`src/rtl/bcd_pkg.sv`:
```
// Shared definitions for the packed-BCD counter family: digit ceiling,
// widest supported vector and the nibble validity check used on loads.
package bcd_pkg;

    localparam logic [3:0] BCD_MAX    = 4'd9;
    localparam int         DIGITS_MAX = 8;
    localparam int         W_MAX      = 4 * DIGITS_MAX;

    // True when every nibble of a zero-extended packed BCD vector is a decimal digit.
    // Unused upper nibbles are zero and therefore always pass.
    function automatic logic bcd_valid(input logic [W_MAX-1:0] value);
        logic ok;
        ok = 1'b1;
        for (int i = 0; i < DIGITS_MAX; i++) begin
            if (value[4*i +: 4] > BCD_MAX) begin
                ok = 1'b0;
            end
        end
        return ok;
    endfunction

endpackage

```
`src/rtl/bcd_digit.sv`:
```
// One combinational BCD digit stage: steps its nibble by one in the chosen
// direction when a ripple arrives from the digit below, and passes a ripple
// on when it rolls over (9->0 going up, 0->9 going down).
module bcd_digit
    import bcd_pkg::*;
(
    input  logic [3:0] digit,
    input  logic       up,
    input  logic       step_in,
    output logic [3:0] digit_next,
    output logic       step_out
);

    // Step this digit only when the lower digits rolled over into it.
    always_comb begin
        digit_next = digit;
        step_out   = 1'b0;
        if (step_in) begin
            if (up) begin
                if (digit >= BCD_MAX) begin
                    digit_next = 4'd0;
                    step_out   = 1'b1;
                end else begin
                    digit_next = digit + 4'd1;
                end
            end else begin
                if (digit == 4'd0) begin
                    digit_next = BCD_MAX;
                    step_out   = 1'b1;
                end else begin
                    digit_next = digit - 4'd1;
                end
            end
        end
    end

endmodule

```
`src/rtl/bcd_updown_counter.sv`:
```
// Multi-digit packed-BCD up/down counter with run-time init/limit bounds,
// synchronous validated load, and registered carry/borrow/load_err pulses
// for cascading into the next counter stage.
module bcd_updown_counter
    import bcd_pkg::*;
#(
    parameter int                  DIGITS  = 2,
    parameter logic [4*DIGITS-1:0] RST_VAL = '0
) (
    input  logic                  clk,
    input  logic                  rst,
    input  logic                  en,
    input  logic                  up,
    input  logic                  load,
    input  logic [4*DIGITS-1:0]   load_val,
    input  logic [4*DIGITS-1:0]   init,
    input  logic [4*DIGITS-1:0]   limit,
    output logic [4*DIGITS-1:0]   bcd,
    output logic                  carry,
    output logic                  borrow,
    output logic                  load_err
);

    localparam int W = 4 * DIGITS;

    logic [W-1:0]    stepped;
    logic [DIGITS:0] ripple;
    logic [W-1:0]    bcd_d;
    logic            carry_d;
    logic            borrow_d;
    logic            load_err_d;

    // Digit 0 always steps; each higher digit steps only on a ripple from below.
    assign ripple[0] = 1'b1;

    for (genvar g = 0; g < DIGITS; g++) begin : g_digit
        bcd_digit u_digit (
            .digit      (bcd[4*g +: 4]),
            .up         (up),
            .step_in    (ripple[g]),
            .digit_next (stepped[4*g +: 4]),
            .step_out   (ripple[g+1])
        );
    end

    // Choose the next count: load beats counting, and out-of-range or
    // chain-overflow positions wrap to the opposite bound with a pulse.
    // A ripple out of the top digit only happens at all-nines/all-zeros,
    // which the bound compare already treats as a wrap; it is folded in so
    // the chain can never silently overflow.
    always_comb begin
        bcd_d      = bcd;
        carry_d    = 1'b0;
        borrow_d   = 1'b0;
        load_err_d = 1'b0;
        if (load) begin
            if (bcd_valid(W_MAX'(load_val))) begin
                bcd_d = load_val;
            end else begin
                load_err_d = 1'b1;
            end
        end else if (en) begin
            if (up) begin
                if ((bcd >= limit) || ripple[DIGITS]) begin
                    bcd_d   = init;
                    carry_d = 1'b1;
                end else begin
                    bcd_d = stepped;
                end
            end else begin
                if ((bcd <= init) || ripple[DIGITS]) begin
                    bcd_d    = limit;
                    borrow_d = 1'b1;
                end else begin
                    bcd_d = stepped;
                end
            end
        end
    end

    // Register the count together with its pulses so they appear on the same edge.
    always_ff @(posedge clk or posedge rst) begin
        if (rst) begin
            bcd      <= RST_VAL;
            carry    <= 1'b0;
            borrow   <= 1'b0;
            load_err <= 1'b0;
        end else begin
            bcd      <= bcd_d;
            carry    <= carry_d;
            borrow   <= borrow_d;
            load_err <= load_err_d;
        end
    end

endmodule

```
`config.mk`:
```
export PLATFORM = sky130hd
export DESIGN_NAME = bcd_updown_counter
export DESIGN_NICKNAME = d
export VERILOG_FILES = /design/src/rtl/bcd_pkg.sv /design/src/rtl/bcd_digit.sv /design/src/rtl/bcd_updown_counter.sv
export SDC_FILE = /design/constraint.sdc
export NUM_CORES = 1
export LEC_CHECK = 0
export CAP_MARGIN = 30
export CORE_UTILIZATION = 35
export CTS_CLUSTER_DIAMETER = 40
export DETAILED_ROUTE_END_ITERATION = 8
export GPL_TIMING_DRIVEN = 0
export PLACE_DENSITY = 0.66
export SYNTH_ARGS = -nofsm -noshare
export SYNTH_HDL_FRONTEND = slang
export SYNTH_SLANG_ARGS = --single-unit
```
`constraint.sdc`:
```
create_clock -name clk -period 3.5 [get_ports clk]
set_input_delay 0.7 -clock clk [delete_from_list [all_inputs] [get_ports clk]]
set_output_delay 0.7 -clock clk [all_outputs]
set_load 0.03 [all_outputs]
```
==> metrics.md <==
| Metric | Value |
|---|---|
| Status | `finished, violations left` |
| Failing checks | `design-rule violations` |
| Peak VDD IR | `0.000298 V` |
| Total GRT Usage | `0.188` |
| Vias per Instance | `5.62` |
| FFs w/ async S/R, synth | `1.00` |
| Sink Count | `11` |
| Area leader, netlist | `ha_1` |
| Syn nets | `264` |
| Diodes inserted | `0` |
| Grt peak-use layer | `met2` |
| R2r setup slk | `0.74 ns` |
| Pin count of the biggest net entering global routing | `13` |
| Max_cap viols | `0` |
| WP data required | `3.63 ns` |
| Synth area leaders | `ha_1 17%, dfrtp_1 16%, inv_1 5.4%` |
| Period Utilization, post-route | `0.835` |
| Hold buffer count at cts | `0` |
| FF-to-FF End | `bcd[0]` |
| Hold Path Class | `in -> async` |
| Number of buffers created by CTS | `3` |
| Sequential share of the synthesized area | `0.165` |
| Reg clk slew, reported paths | `0.05 ns` |
| Die area | `5060 sq um` |
| Worst Setup SP | `limit[0]` |
| Final setup viols | `0` |
| Final #Nets | `307` |
| Tmin final | `2.92 ns` |
| Power per cell area | `515 nW/um^2` |
| Port Buffers | `38` |
| LEAKAGE | `0.000974 uW` |
| Ys Warns | `0` |
| M1 GR Usage | `0.267` |
| Crit path kind | `in -> reg` |
| Crit end category | `register` |
| GRT met3 Usage | `0.0214` |
| H-tree levels | `1` |
| Arr. time, crit path | `3.05 ns` |
| Syn avg cell area | `7.89 sq um` |
| Antenna-violating nets left | `0` |
| Fmax | `0.342 GHz` |
| Core area | `4470 sq um` |
| Layout area overhead | `29.3%` |
| Final setup margin | `0.578 ns` |
| PostCTS Resize Cnt | `0` |
| First-pass GRT wire length | `7520 microns` |
| Share of cells above drive strength 1 | `0.0827` |
| DRT iter0 DRCs | `96` |
| Critical Path Start Type | `input pin` |
| Commonest non-fill, non-tap cell in the layout | `clkdlybuf4s50_1` |
| CTS max path bufs | `2` |
| RSZ-0062 raised after global routing | `no` |
| Main synth FF type | `dfrtp_1` |
| CTS tree | `built` |
| Most frequent cells in the layout | `38 x clkdlybuf4s50_1, 24 x inv_1, 23 x ha_1` |
| Die Wd | `71.1 microns` |
| Fill cell count | `459` |
| # rows | `24` |
| Post-Synthesis Cells | `212` |
| WL per Instance | `15.2 microns` |
| Routing usage on met2 | `0.304` |
| Setup WS pre-CTS | `0.331 ns` |
| Via count | `1720` |
| Post-CTS setup buffers | `0` |
| Yosys top cell area share | `0.172` |
| Vias in the first global route | `1641` |
| HPWL Detailed | `3600 microns` |
| Initial antenna violation count | `0` |
| Mapped Area | `1670 sq um` |
| Number of synthesized flops with an enable pin | `0` |
| R2R cell count | `10` |
| Worst-margin pin slew | `0.505 ns` |
| Root buf cell | `clkbuf_8` |
| Drt drc | `4` |
| Global placement routability congestion | `0.826` |
| Initial Util | `0.374` |
| R2R Path Start | `bcd[0]` |
| First-pass DRT Iterations | `6` |
| Clk_skew | `0.00233 ns` |
| Die Height | `71.1 microns` |
| Yosys reg bits | `11` |
| Cell variety after synth | `52` |
| CP Max Fanout | `10` |
| Final Hold Fails | `0` |
| Clk Latency, worst-skew pair | `0.24 ns` |
| Relative max-transition margin | `0.664` |
| Total grt overflow | `0` |
| TNS Setup | `0 ns` |
| Slew Limit Fails | `0` |
| Top-Level Pins | `40` |
| WL final | `4640 microns` |
## final cells by class
cell class                      instances  area [sq um]  share of cell area
Inverter                               24          90.1              0.0416
Sequential cell                        11           275               0.127
Timing Repair Buffer                   38           380               0.176
Buffer                                  9          58.8              0.0272
Tap cell                               52          65.1              0.0301
Multi-Input combinational cell        168          1250               0.577
Clock buffer                            4          45.0              0.0208
## metal layers
layer  routed length (microns)  part of all wire
met2                      2070              0.45
met5                         0                 0
met3                       227             0.049
met4                        62             0.013
met1                      2280              0.49
## cells by family after synthesis
group / after synthesis / synth area share
AO/OA/AOI/OAI: 62 / 0.285
flip-flops: 11 / 0.165
adder cells (fa/ha/maj): 23 / 0.172
AND/OR/NAND/NOR: 74 / 0.236
multiplexers: 8 / 0.0486
XOR/XNOR: 1 / 0.00524
buffers and inverters: 33 / 0.0890
## cells in the mapped netlist (all sizes together) (5+ instances only)
master and n:
nor3 5, a21oi 14, nand2b 7, dfrtp 11, nand3 5, nand2 16, nor2 17, inv 24
buf 5, mux2i 7, ha 23, o21ai 10, a211oi 8
## state kept, by name, indices dropped and copies added, names as in the netlist
register	cells
borrow	1
carry	1
bcd	8
load_err	1
## worst max-delay path by stage
stage / depth (start not counted) / slack [ns] / end
after floorplan: 10 / 0.93 / bcd[0]
after global placement: 10 / 0.33 / bcd[0]
after detailed placement: 10 / 0.33 / bcd[0]
after CTS: 10 / 0.58 / bcd[0]
after global routing: 10 / 0.49 / bcd[0]
final: 10 / 0.58 / bcd[0]
## per-stage QoR
step                total power [uW]   util  instances  hold slack [ns]  area [sq um]
floorplan                        754      -        212            0.552          1670
global placement                 973  0.473        302            0.745          2120
detailed placement               978  0.473        302            0.759          2120
CTS                             1110  0.484        306            0.778          2160
global route                    1200  0.484        306            0.801          2160
finish                          1110  0.484        306            0.768          2160
## where the power goes
part	leakage, uW	internal, uW	switching (uW)	total, uW
clock	0.0000228	80.0	48.7	129
sequential	0.000133	156	74.9	231
combinational	0.000818	345	409	754
## critical path, cell delays in order
cell	delay (ns)
clkdlybuf4s50_1	0.45
ha_1	0.30
nand2b_1	0.14
a211o_1	0.30
a21oi_1	0.31
o311ai_4	0.19
buf_6	0.19
mux2i_1	0.15
nand2_1	0.08
a32o_1	0.24
Power figures use the tool's default switching activity.
